### config.mk
export PLATFORM = sky130hd
export DESIGN_NAME = satvsmt_ff_readback_flat
export DESIGN_NICKNAME = d
export VERILOG_FILES = /design/src/rtl/satvsmt_ff_readback_if.sv /design/src/rtl/satvsmt_ff_readback.sv /design/src/flat_wrapper.sv
export SDC_FILE = /design/constraint.sdc
export NUM_CORES = 1
export LEC_CHECK = 0
export BUFFER_PORTS_ARGS = -buffer_cell sky130_fd_sc_hd__buf_2
export CAP_MARGIN = 15
export CORE_MARGIN = 2
export CORE_UTILIZATION = 47
export DETAILED_ROUTE_END_ITERATION = 8
export GPL_ROUTABILITY_DRIVEN = 0
export PLACE_DENSITY = 0.73
export RECOVER_POWER = 25
export SLEW_MARGIN = 10
export SYNTH_ARGS = -nofsm -noshare
export SYNTH_HDL_FRONTEND = slang
export SYNTH_SLANG_ARGS = --single-unit
### constraint.sdc
create_clock -name CLK -period 1.3 [get_ports CLK]
set_clock_uncertainty 0.15 [all_clocks]
set_input_delay 0.065 -clock CLK [delete_from_list [all_inputs] [get_ports CLK]]
set_output_delay 0.065 -clock CLK [all_outputs]
set_load 0.1 [all_outputs]
### src/rtl/satvsmt_ff_readback_if.sv
// Handshake bundle between a SATVSMT_FF flop bank and its snapshot reader.
// The reader takes the slave modport.
interface satvsmt_ff_readback_if #(
  parameter int WIDTH = 8
);
  logic             SNAP;
  logic [WIDTH-1:0] ST;
  logic             DR;
  logic             DO;
  logic             DV;
  logic             LAST;
  logic             BUSY;
  logic             DROP;

  modport master (
    output SNAP, ST, DR,
    input  DO, DV, LAST, BUSY, DROP
  );

  modport slave (
    input  SNAP, ST, DR,
    output DO, DV, LAST, BUSY, DROP
  );
endinterface

### src/rtl/satvsmt_ff_readback.sv
// Captures a SATVSMT_FF state bank into a shadow register and unloads it
// LSB-first over a valid/ready serial stream, with an optional even-parity beat.
module satvsmt_ff_readback #(
  parameter int WIDTH  = 8,
  parameter bit PARITY = 1'b0
) (
  input  logic                   CLK,
  input  logic                   LSR_N,
  satvsmt_ff_readback_if.slave   bus
);

  localparam int             CW      = $clog2(WIDTH + 2);
  localparam logic [CW-1:0]  C_WIDTH = CW'(WIDTH);
  localparam logic [CW-1:0]  C_FINAL = PARITY ? CW'(WIDTH) : CW'(WIDTH - 1);

  typedef enum logic {S_IDLE, S_SHIFT} state_t;

  state_t           r_state, w_state_nxt;
  logic [WIDTH-1:0] r_shadow, w_shadow_nxt;
  logic             r_par, w_par_nxt;
  logic [CW-1:0]    r_cnt, w_cnt_nxt;
  logic             r_drop, w_drop_nxt;
  logic             w_xfer;
  logic             w_final;
  logic             w_dv;

  assign w_dv    = (r_state == S_SHIFT);
  assign w_final = (r_cnt == C_FINAL);
  assign w_xfer  = w_dv && bus.DR;

  always_ff @(posedge CLK or negedge LSR_N) begin
    if (!LSR_N) begin
      r_state  <= S_IDLE;
      r_shadow <= '0;
      r_par    <= 1'b0;
      r_cnt    <= '0;
      r_drop   <= 1'b0;
    end else begin
      r_state  <= w_state_nxt;
      r_shadow <= w_shadow_nxt;
      r_par    <= w_par_nxt;
      r_cnt    <= w_cnt_nxt;
      r_drop   <= w_drop_nxt;
    end
  end

  always_comb begin
    w_state_nxt  = r_state;
    w_shadow_nxt = r_shadow;
    w_par_nxt    = r_par;
    w_cnt_nxt    = r_cnt;
    w_drop_nxt   = 1'b0;
    case (r_state)
      S_IDLE: begin
        if (bus.SNAP) begin
          w_shadow_nxt = bus.ST;
          w_par_nxt    = ^bus.ST;
          w_cnt_nxt    = '0;
          w_state_nxt  = S_SHIFT;
        end
      end
      S_SHIFT: begin
        if (w_xfer && w_final) begin
          // A request landing on the last transfer chains the next frame with no bubble.
          if (bus.SNAP) begin
            w_shadow_nxt = bus.ST;
            w_par_nxt    = ^bus.ST;
            w_cnt_nxt    = '0;
          end else begin
            w_state_nxt  = S_IDLE;
          end
        end else begin
          if (w_xfer) begin
            w_shadow_nxt = r_shadow >> 1;
            w_cnt_nxt    = r_cnt + 1'b1;
          end
          w_drop_nxt = bus.SNAP;
        end
      end
      default: w_state_nxt = S_IDLE;
    endcase
  end

  // Beats past the data bits can only be the parity beat.
  assign bus.DO   = w_dv && ((r_cnt < C_WIDTH) ? r_shadow[0] : r_par);
  assign bus.DV   = w_dv;
  assign bus.BUSY = w_dv;
  assign bus.LAST = w_dv && w_final;
  assign bus.DROP = r_drop;

endmodule

### src/flat_wrapper.sv
// flat-port wrapper written by rule: the top's interface ports become plain ports
module satvsmt_ff_readback_flat 
#(
  parameter int WIDTH  = 8,
  parameter bit PARITY = 1'b0
)
  (CLK, LSR_N, bus_SNAP, bus_ST, bus_DR, bus_DO, bus_DV, bus_LAST, bus_BUSY, bus_DROP);
  satvsmt_ff_readback_if #(.WIDTH(WIDTH)) bus_i ();
  input  logic CLK;
  input  logic LSR_N;
  input wire logic [$bits(bus_i.SNAP)-1:0] bus_SNAP;
  input wire logic [$bits(bus_i.ST)-1:0] bus_ST;
  input wire logic [$bits(bus_i.DR)-1:0] bus_DR;
  output wire logic [$bits(bus_i.DO)-1:0] bus_DO;
  output wire logic [$bits(bus_i.DV)-1:0] bus_DV;
  output wire logic [$bits(bus_i.LAST)-1:0] bus_LAST;
  output wire logic [$bits(bus_i.BUSY)-1:0] bus_BUSY;
  output wire logic [$bits(bus_i.DROP)-1:0] bus_DROP;
  assign bus_i.SNAP = bus_SNAP;
  assign bus_i.ST = bus_ST;
  assign bus_i.DR = bus_DR;
  assign bus_DO = bus_i.DO;
  assign bus_DV = bus_i.DV;
  assign bus_LAST = bus_i.LAST;
  assign bus_BUSY = bus_i.BUSY;
  assign bus_DROP = bus_i.DROP;
  satvsmt_ff_readback #(.WIDTH(WIDTH), .PARITY(PARITY)) u_core (.CLK(CLK), .LSR_N(LSR_N), .bus(bus_i));
endmodule
==> qor.txt, run 1 <==
initial antenna violation count = 0
Highest Clock Rate = 618 MHz
Ys Warns = 0
Hold Crit Depth = 4
clk buf depth = 2
Worst Hold Path EP = u_core.r_cnt[0]
Final period util = 125%
ANT nets after route = 0
post-DR wirelength/cell = 16.9 um
reg2reg start = u_core.r_cnt[1]
met2 Usage GRT = 42.8%
slew at the pin closest to its max-slew limit = 0.824 ns
worst-skew pair later-pin latency = 0.30 ns
chip width = 46.1 um
met3 usage = 3.92%
reg2reg path depth = 6
Hold Worst Slack = -0.0117 ns
gr busiest metal = met2
first-pass GRT wire length = 3.60 mm
clock buffer count from CTS = 3
reg2reg end = u_core.bus.BUSY
status = finished, violations left
placement row count = 15
area grow syn2layout = 75.0%
I/O pins = 17
FF+latch count, synth = 15
total number of vias = 814
CTS tree = done
endpoints failing hold = 1
fill cell count = 77
die area = 2130 um^2
Synth Flop Type = dfrtp_1
clk slew on worst S/H paths = 0.09 ns
most numerous cell in the Yosys netlist = dfrtp_1
Crit Path Class = reg -> reg
async set or reset register ratio after synthesis = 100%
post-DP HPWL = 1.23 mm
total length of routed wires = 2.46 mm
area occupied by multi-input gates = 542 um^2
critical path arrival = 1.66 ns
# DRC = 0
Syn Nets = 94
Overall Global Routing Usage = 24.3%
dominant cells by area after synthesis = dfrtp_1 45%, xnor2_1 7.3%, o22ai_1 3.7%
core box area = 1690 um^2
CP Capture Type = register
initial core utilization = 49.4%
reg-to-reg setup timing slack = -0.32 ns
layout net count = 143
crit-path max FO = 3
most frequent cells after synthesis = 15 x dfrtp_1, 8 x inv_1, 8 x nor2_1
vias in the first global route = 778
Required @ worst endpoint = 1.34 ns
Tot Pwr = 2.67 mW
Seq/Total Area, Yosys = 45.0%
1st-iter DRT viols = 20
Post-Place Worst Slack = -0.240 ns
diodes inserted = 0
share of layout cells above drive strength 1 = 49.6%
Synth cell types = 32
syn_area_per_cell = 10.3 um^2
H-tree Lvls = 1
largest net degree at the start of global routing = 16
CTS sink count = 15
Power Density = 1830 nW/um^2
routed vias/inst = 5.58
Slew headroom = 45.1%
Mapped Area = 835 um^2
startpoint types = register
number of flops mapped to enable cells by yosys = 0
DIE HEIGHT = 46.1 um
max-cap viol count = 0
GR Util met1 = 28.0%
share of the synthesized area in the top cell type = 45.0%
drt first pass iters = 4
clock root cell = clkbuf_4
hold path startpoint = bus_SNAP
Post-Synthesis Cells = 81
gr ovfl total = 0
unrepaired setup endpoints after global routing = yes
register area = 379 um^2
failing checks = hold timing, setup timing
HP Class = in -> reg
Final WS setup = -0.319 ns
Final Max Slew Viols = 0
I/O Buffers = 16
crit path time final = 1.62 ns
P_leak = 0.694 nW
Final setup viols = 19
worst vdd ir = 1.57 mV
cell taking the most area after synthesis = dfrtp_1
-- worst max-delay path, stage by stage (launching register included) --
cell	delay, ns
dfrtp_1	0.41
ha_4	0.17
buf_6	0.10
nand4b_4	0.13
buf_4	0.17
and2_4	0.15
or2_1	0.22
-- layer usage --
layer	vias to the layer above	wire [um]
met5	-	0
met4	0	57
met3	9	77
met2	24	1370
met1	398	958
li1	383	-
-- registers in the layout, indices dropped and copies added (netlist names) --
signal           count
u_core.bus.BUSY      1
u_core.bus.DROP      1
u_core.r_shadow      8
u_core.r_cnt         4
u_core.r_par         1
-- cells in the final DEF (no fill, tap or decap), types with 2 or more instances in the layout --
master | synthesis | routed
a21oi_1 | 5 | 4
a21oi_2 | 1 | 2
a21oi_4 | 1 | 2
and3_2 | 2 | 2
buf_12 | 0 | 6
buf_2 | 0 | 11
buf_4 | 1 | 9
buf_6 | 1 | 5
clkbuf_4 | 0 | 3
dfrtp_1 | 15 | 14
dlygate4sd3_1 | 0 | 11
inv_1 | 8 | 7
nand2_1 | 5 | 5
nor2_1 | 8 | 5
nor2_4 | 0 | 2
o21ai_1 | 0 | 3
o22ai_2 | 0 | 4
xnor2_1 | 7 | 7
-- stage by stage --
| step | hold WS [ns] | instances | area [um^2] | TNS, ns | util [%] |
|---|---|---|---|---|---|
| floorplan | -0.381 | 81 | 856 | -4.44 | - |
| global placement | -0.164 | 119 | 1050 | -2.08 | 62.2 |
| detailed placement | -0.157 | 119 | 1050 | -2.72 | 62.2 |
| CTS | 0.00483 | 141 | 1370 | -3.56 | 81.3 |
| global route | 0.0382 | 146 | 1460 | -5.20 | 86.4 |
| finish | -0.0117 | 146 | 1460 | -4.04 | 86.4 |
-- worst max-delay path by stage --
| stage | start | endpoint | depth (start not counted) |
|---|---|---|---|
| after detailed placement | u_core.r_cnt[1] | u_core.r_shadow[4] | 5 |
| after floorplan | u_core.bus.BUSY | u_core.r_shadow[0] | 5 |
| after CTS | u_core.r_cnt[1] | bus_LAST | 5 |
| final | u_core.r_cnt[1] | u_core.bus.BUSY | 6 |
| after global placement | u_core.r_cnt[0] | u_core.r_shadow[2] | 5 |
| after global routing | u_core.r_cnt[1] | u_core.bus.BUSY | 6 |
-- cell families after synthesis --
group / synth area share (%)
buf+inv: 5.85
compound gates: 18.9
mux: 3.00
xor+xnor: 8.40
fa+ha+maj: 1.50
flops: 45.0
simple gates: 17.4
-- area by class of cell --
type / instances / share of cell area (%)
Multi-Input combinational cell: 57 / 37.1
Tap cell: 17 / 1.46
Inverter: 8 / 2.40
Timing Repair Buffer: 45 / 31.2
Sequential cell: 15 / 26.0
Clock buffer: 3 / 1.54
Clock inverter: 1 / 0.343
-- report_power, final --
group | internal (mW) | switching, mW | leakage, nW
Sequential | 0.642 | 0.197 | 0.176
Combinational | 0.764 | 0.776 | 0.501
Clock | 0.115 | 0.172 | 0.0177
-- repair_timing --
action                     in CTS  in global routing
pin swaps                      10                 11
setup endpoints to repair      18                 19
setup buffers                   5                  5
hold buffers                   11                  0
hold endpoints to repair       26                  0
resized for setup              21                 13
cloned                          2                  0
Note: power is estimated with default switching activity, not from simulation.
==> run 2, diff against run 1 <==
--- a/config.mk
+++ b/config.mk
@@ -5,13 +5,14 @@
 export SDC_FILE = /design/constraint.sdc
 export NUM_CORES = 1
 export LEC_CHECK = 0
+export ABC_AREA = 1
 export BUFFER_PORTS_ARGS = -buffer_cell sky130_fd_sc_hd__buf_2
 export CAP_MARGIN = 15
 export CORE_MARGIN = 2
-export CORE_UTILIZATION = 47
+export CORE_UTILIZATION = 49
 export DETAILED_ROUTE_END_ITERATION = 8
 export GPL_ROUTABILITY_DRIVEN = 0
-export PLACE_DENSITY = 0.73
+export PLACE_DENSITY = 0.74
 export RECOVER_POWER = 25
 export SLEW_MARGIN = 10
 export SYNTH_ARGS = -nofsm -noshare
==> run 2 against run 1 <==
Effect of this change: the run ends with setup timing left; maximum frequency is 4.6% higher; routed wire length rose by 22%; register-to-register slack improved by 0.08 ns; die area increased by 17%; final area rose by 8.3%; via count rose by 34%; worst setup slack better by 0.072 ns; sequential power fell by 5.4%; flip-flop and latch count stayed put; highest routed layer unchanged; clock-buffer cell count increased by 1; critical path depth is 1 lower; power is 11% higher.
==> qor.txt, run 2 <==
clk slew on worst S/H paths = 0.10 ns (about the same)
1st-iter DRT viols = 21 (+5.0%)
Tot Pwr = 2.96 mW (+11%)
Largest regs = u_core.r_shadow x8, u_core.r_cnt x4
Hold Crit Depth = 5 (+1)
Worst Hold Path EP = u_core.r_shadow[4]
max FFs per register = 8 (unchanged)
Syn Nets = 155 (+65%)
area grow syn2layout = 53.4%
placed inst area = 1350 um^2 (+28%)
ANT nets after route = 0 (unchanged)
CP Capture Type = primary output
unrepaired setup endpoints after global routing = yes
Final period util = 119% (-5.5 points)
placement row count = 16 (+1)
reg2reg start = u_core.bus.BUSY
vias in the first global route = 1,074 (+38%)
ordered list of cells on the worst path = ha_4, nand3_4, buf_6, nor2_4, buf_12
most numerous cell in the Yosys netlist = nand2_1
clock root cell = clkbuf_4
H-tree Lvls = 1 (unchanged)
failing checks = setup timing
async set or reset register ratio after synthesis = 100% (unchanged)
post-DR wirelength/cell = 13.9 um (-18%)
Design Area, Final = 1580 um^2 (+8.3%)
startpoint types = register
simple-gate share of the synthesized area = 39.2% (+22 points)
reg2reg path depth = 6 (unchanged)
Crit Path Class = reg -> out
Seq/Total Area, Yosys = 36.4% (-8.6 points)
critical path buffer and inverter count = 2 (unchanged)
largest net degree at the start of global routing = 16 (unchanged)
worst-skew pair later-pin latency = 0.29 ns (about the same)
gr ovfl total = 0 (unchanged)
Clk pwr share = 9.3% (-1.5 points)
largest reg by FF count = u_core.r_shadow
slew at the pin closest to its max-slew limit = 0.483 ns (-0.341 ns)
Internal = 1.59 mW (+4.7%)
Required @ worst endpoint = 1.09 ns (-0.25 ns)
hold path startpoint = bus_ST[4]
die area = 2490 um^2 (+17%)
crit path time final = 1.55 ns (-0.0716 ns)
max-cap viol count = 0 (unchanged)
Sw Ratio = 46.2% (+3.3 points)
initial core utilization = 52.0% (+2.6 points)
cell taking the most area after synthesis = dfrtp_1
Highest Clock Rate = 646 MHz (+4.6%)
total number of vias = 1,089 (+34%)
share of the synthesized area in the top cell type = 36.4% (-8.6 points)
critical path arrival = 1.33 ns (-0.33 ns)
core box area = 1980 um^2 (+17%)
initial antenna violation count = 0 (unchanged)
clk buf depth = 2 (unchanged)
post-synthesis mux area share = 0% (-3.0 points)
largest family of logic cells by synthesized area = simple AND/OR/NAND/NOR gates
xor and xnor area share after synthesis = 0.850% (-7.5 points)
Overall Global Routing Usage = 24.6% (+0.36 points)
Post-Synthesis Cells = 142 (+75%)
max incr delay on CP = 0.40 ns (about the same)
Synth Flop Type = dfrtp_1
CTS sink count = 15 (unchanged)
# DRC = 0 (unchanged)
reg2reg end = u_core.r_shadow[6]
Synth Area in Compound Gates = 10.4% (-8.5 points)
drt first pass iters = 4 (unchanged)
chip width = 49.9 um (+8.1%)
crit-path max FO = 2 (-1)
syn_area_per_cell = 7.26 um^2 (-30%)
most frequent cells in the layout = 41 x nand2_1, 21 x inv_1, 17 x buf_4
routed vias/inst = 5.04 (-9.6%)
worst vdd ir = 1.54 mV (-2.5%)
number of flops mapped to enable cells by yosys = 0 (unchanged)
first-pass GRT wire length = 4.60 mm (+28%)
combinational power share = 63.9% (+6.1 points)
slowest cell on the critical path = dfrtp_1
Final Max Slew Viols = 0 (unchanged)
Ys Warns = 0 (unchanged)
CP delay by family, top = flip-flops
Slew headroom = 68.0% (+23 points)
I/O pins = 17 (unchanged)
Power Density = 1870 nW/um^2 (+2.6%)
diodes inserted = 0 (unchanged)
Post-Synth Adder-Cell Area = 1.21% (-0.29 points)
reg-to-reg setup timing slack = -0.24 ns (+0.08 ns)
layout net count = 203 (+42%)
status = finished, violations left
most frequent cells after synthesis = 43 x nand2_1, 21 x inv_1, 16 x nor2_1
Synth cell types = 22 (-31%)
Final setup viols = 18 (-1)
P_leak = 0.822 nW (+18%)
switching power total = 1.37 mW (+20%)
Mapped Area = 1030 um^2 (+24%)
CTS tree = done
I/O Buffers = 16 (unchanged)
HP Class = in -> reg
FF+latch count, synth = 15 (unchanged)
dominant cells by area after synthesis = dfrtp_1 36%, nand2_1 16%, inv_1 7.6%
share of layout cells above drive strength 1 = 38.1% (-12 points)
Final WS setup = -0.247 ns (+0.0716 ns)
Seq pwr share = 26.8% (-4.7 points)
clock buffer count from CTS = 3 (unchanged)
endpoints failing hold = 0 (-1)
total length of routed wires = 3.00 mm (+22%)
DIE HEIGHT = 49.9 um (+8.1%)
most common cell after layout, fill and taps aside = nand2_1
post-DP HPWL = 1.85 mm (+50%)
==> run 2: changes by cell type after synthesis, sizes merged, moves of 6 or more <==
cell,before,now
inv,8,24
xnor2,7,1
nand2,5,49
nor2,8,17
o21ai,4,13
nand3,1,9
==> run 2: what timing repair did <==
action                                  4_1_cts  5_1_grt
hold buffers                                  4        1
resized for setup                             8       13
hold endpoints to repair                     18        1
setup buffers                                 5        3
pin swaps                                     4        5
cloned                                        0        1
endpoints found under the setup margin       18       19
==> run 2: stage by stage <==
stage	setup TNS (ns)	hold slack [ns]	instances	worst slack, ns	utilization, %
global placement	-1.80	-0.164	199	-0.165	68.1
detailed placement	-2.67	-0.157	199	-0.266	68.1
CTS	-2.57	0.00414	212	-0.239	75.0
finish	-2.65	0.0245	216	-0.247	79.8
global route	-3.68	0.0568	216	-0.304	79.8
floorplan	-4.21	-0.381	142	-0.344	-
==> run 2: worst reg2reg max path: cells and delay by family, from the launching register on <==
family | cells | cell delay [ns]
flip-flops | 1 | 0.52
buffers and inverters | 2 | 0.31
AND/OR/NAND/NOR | 3 | 0.30
AO/OA/AOI/OAI | 1 | 0.17
==> run 2: logic make-up (layout without fill, tap and decap cells) <==
family          count (synthesis)  count (layout)
simple gates                   82              83
buf+inv                        26              72
compound gates                 17              17
flops                          15              15
fa+ha+maj                       1               1
xor+xnor                        1               1
==> run 2: final cells by class <==
class / instances / area (um^2)
clock buffer: 4 / 26.3
fill: 124 / 400
inverter: 24 / 100
multi-input combinational: 102 / 639
sequential: 15 / 379
tap: 27 / 33.8
timing repair buffer: 44 / 403
==> run 2: worst max-delay path by stage <==
stage,slack (ns),endpoint,cells past startpoint,startpoint
detailed placement,-0.27,u_core.r_shadow[5],6,u_core.r_cnt[0]
floorplan,-0.34,u_core.r_cnt[3],8,u_core.bus.BUSY
finish,-0.25,bus_LAST,5,u_core.r_cnt[0]
global route,-0.30,u_core.r_shadow[6],7,u_core.r_cnt[0]
global placement,-0.17,u_core.r_cnt[0],9,u_core.r_cnt[0]
CTS,-0.24,bus_LAST,5,u_core.r_cnt[0]
==> run 2: power by group through the flow <==
stage / sequential [mW] / clock, mW / combinational (mW)
after detailed placement: 0.761 / 0 / 1.57
after CTS: 0.757 / 0.279 / 1.71
after global routing: 0.805 / 0.296 / 2.03
after floorplan: 0.811 / 0 / 0.966
final: 0.794 / 0.275 / 1.89
after global placement: 0.750 / 0 / 1.52
==> run 2: layer usage <==
| layer | up-vias | track usage, % | wire length, um |
|---|---|---|---|
| met3 | 10 | 6.67 | 128 |
| li1 | 535 | - | - |
| met2 | 29 | 43.6 | 1580 |
| met5 | - | 0 | 0 |
| met4 | 0 | 10.6 | 44 |
| met1 | 515 | 27.5 | 1250 |
==> run 3, diff against run 2 <==
--- a/config.mk
+++ b/config.mk
@@ -8,6 +8,7 @@
 export ABC_AREA = 1
 export BUFFER_PORTS_ARGS = -buffer_cell sky130_fd_sc_hd__buf_2
 export CAP_MARGIN = 15
+export CORE_ASPECT_RATIO = 0.7
 export CORE_MARGIN = 2
 export CORE_UTILIZATION = 49
 export DETAILED_ROUTE_END_ITERATION = 8
==> run 3 against run 2 <==
Effect of this change: the run still ends with setup timing left; first-iteration DRC count grew to 3.5 times the previous value; worst setup slack lost 0.026 ns; final cell count shrank 2.3%; via count grew 7.0%; power grew 0.21%; critical path type unchanged; critical endpoint unchanged; highest routed layer unchanged.
==> qor.txt, run 3 (synthesized netlist as in run 2, its figures left out) <==
CTS sink count = 15 (unchanged)
area grow syn2layout = 53.0%
drt first pass iters = 4 (unchanged)
Final WS setup = -0.273 ns (-0.0259 ns)
chip width = 58.8 um (+18%)
most frequent cells in the layout = 41 x nand2_1, 21 x inv_1, 15 x nor2_1, 15 x buf_4, 14 x dfrtp_1
failing checks = setup timing
Largest regs = u_core.r_shadow x8, u_core.r_cnt x4
ordered list of cells on the worst path = ha_4, nand3_4, buf_6, nor2_4, buf_12
clk slew on worst S/H paths = 0.11 ns (about the same)
largest reg by FF count = u_core.r_shadow
startpoint types = register
largest net degree at the start of global routing = 16 (unchanged)
slew at the pin closest to its max-slew limit = 0.907 ns (+0.424 ns)
total length of routed wires = 3.44 mm (+15%)
post-DP HPWL = 1.88 mm (+1.8%)
# DRC = 0 (unchanged)
share of layout cells above drive strength 1 = 38.1% (unchanged)
unrepaired setup endpoints after global routing = yes
CP Capture Type = primary output
Highest Clock Rate = 636 MHz (-1.6%)
fin cells = 211 (-2.3%)
max-cap viol count = 0 (unchanged)
die area = 2490 um^2 (+0.24%)
crit-path max FO = 2 (unchanged)
clock buffer count from CTS = 3 (unchanged)
diodes inserted = 0 (unchanged)
critical path arrival = 1.36 ns (+0.03 ns)
Crit Path Class = reg -> out
worst vdd ir = 1.22 mV (-20%)
Slew headroom = 39.5% (-28 points)
max incr delay on CP = 0.41 ns (about the same)
ANT nets after route = 0 (unchanged)
placement row count = 13 (-3)
critical path buffer and inverter count = 2 (unchanged)
Inst Count DP = 195 (-2.0%)
first-pass GRT wire length = 5.08 mm (+10%)
H-tree Lvls = 1 (unchanged)
CTS tree = done
crit path time final = 1.57 ns (+0.0259 ns)
fill cell count = 97 (-22%)
Final Max Slew Viols = 0 (unchanged)
core box area = 1920 um^2 (-3.2%)
initial core utilization = 53.7% (+1.7 points)
layout net count = 203 (unchanged)
placed inst area = 1340 um^2 (-0.83%)
most common cell after layout, fill and taps aside = nand2_1
setup TNS = -3.16 ns (-0.510 ns)
DIE HEIGHT = 42.4 um (-15%)
clock root cell = clkbuf_4
Overall Global Routing Usage = 27.6% (+3.0 points)
slowest cell on the critical path = dfrtp_1
max FFs per register = 8 (unchanged)
worst-skew pair later-pin latency = 0.31 ns (+0.02 ns)
Design Area, Final = 1580 um^2 (-0.24%)
gr ovfl total = 0 (unchanged)
vias in the first global route = 1,156 (+7.6%)
status = finished, violations left
P_leak = 0.829 nW (+0.88%)
HP Class = in -> reg
I/O Buffers = 16 (unchanged)
clk buf depth = 2 (unchanged)
1st-iter DRT viols = 74 (+250%)
Required @ worst endpoint = 1.09 ns (about the same)
endpoints failing hold = 0 (unchanged)
total number of vias = 1,165 (+7.0%)
routed vias/inst = 5.52 (+9.5%)
Final period util = 121% (+2.0 points)
Final setup viols = 19 (+1)
initial antenna violation count = 0 (unchanged)
Power Density = 1880 nW/um^2 (+0.45%)
post-DR wirelength/cell = 16.3 um (+17%)
I/O pins = 17 (unchanged)
post-layout util = 82.2% (+2.4 points)
CP delay by family, top = flip-flops
[run 3: cell count changes in the layout (fill, tap and decap cells not counted), sizes merged]
cell / delta
clkinv: +1
buf: -1
[run 3: power by group]
| part | total, mW | switching, mW | internal, mW |
|---|---|---|---|
| registers | 0.792 | 0.145 | 0.648 |
| logic | 1.88 | 1.09 | 0.790 |
| clock network | 0.296 | 0.180 | 0.115 |
| total | 2.97 | 1.42 | 1.55 |
[run 3: through the flow]
step / setup WS [ns] / hold WS [ns] / power [mW]
2_1_floorplan: -0.344 / -0.381 / 1.78
3_3_place_gp: -0.171 / -0.167 / 2.27
3_5_place_dp: -0.240 / -0.160 / 2.33
4_1_cts: -0.260 / 0.00778 / 2.81
5_1_grt: -0.330 / 0.0511 / 3.12
6_report: -0.273 / 0.00689 / 2.97
[run 3: layer usage]
layer | GRT usage (%) | part of all wire, %
met1 | 30.9 | 39
met2 | 46.9 | 50
met3 | 6.79 | 7.0
met4 | 16.4 | 4.2
met5 | 0 | 0
[run 3: cell type report]
cell class	count	area, um^2	area share [%]
Clock inverter	1	5.00	0.317
Multi-Input combinational cell	102	632	40.0
Timing Repair Buffer	44	412	26.1
Sequential cell	15	379	24.0
Tap cell	22	27.5	1.74
Clock buffer	3	22.5	1.43
Inverter	24	100	6.34
[run 3: worst reg2reg max path: cells and delay by family, from the launching register on]
kind	cells	cell delay (ns)
flip-flops	1	0.48
AND/OR/NAND/NOR	6	0.70
buffers and inverters	2	0.16
[run 3: path summary, 6_finish.rpt]
path | slack [ns] | depth (start not counted) | endpoint | from
max in group asynchronous | 0.10 | 2 | u_core.bus.BUSY | LSR_N
hold / removal | 0.007 | 5 | u_core.r_shadow[7] | bus_ST[7]
min in group asynchronous | 0.24 | 2 | u_core.r_cnt[2] | LSR_N
setup reg to reg | -0.25 | 8 | u_core.r_shadow[6] | u_core.bus.BUSY
hold reg to reg | 0.37 | 2 | u_core.r_par | u_core.r_par
setup / recovery | -0.27 | 5 | bus_LAST | u_core.r_cnt[1]
[run 3: what timing repair did]
item	CTS	global route
gates resized for setup	16	5
hold buffers	5	0
pin swaps	6	2
endpoints found under the hold margin	19	0
endpoints found under the setup margin	19	20
setup buffers	5	2
cloned	0	1
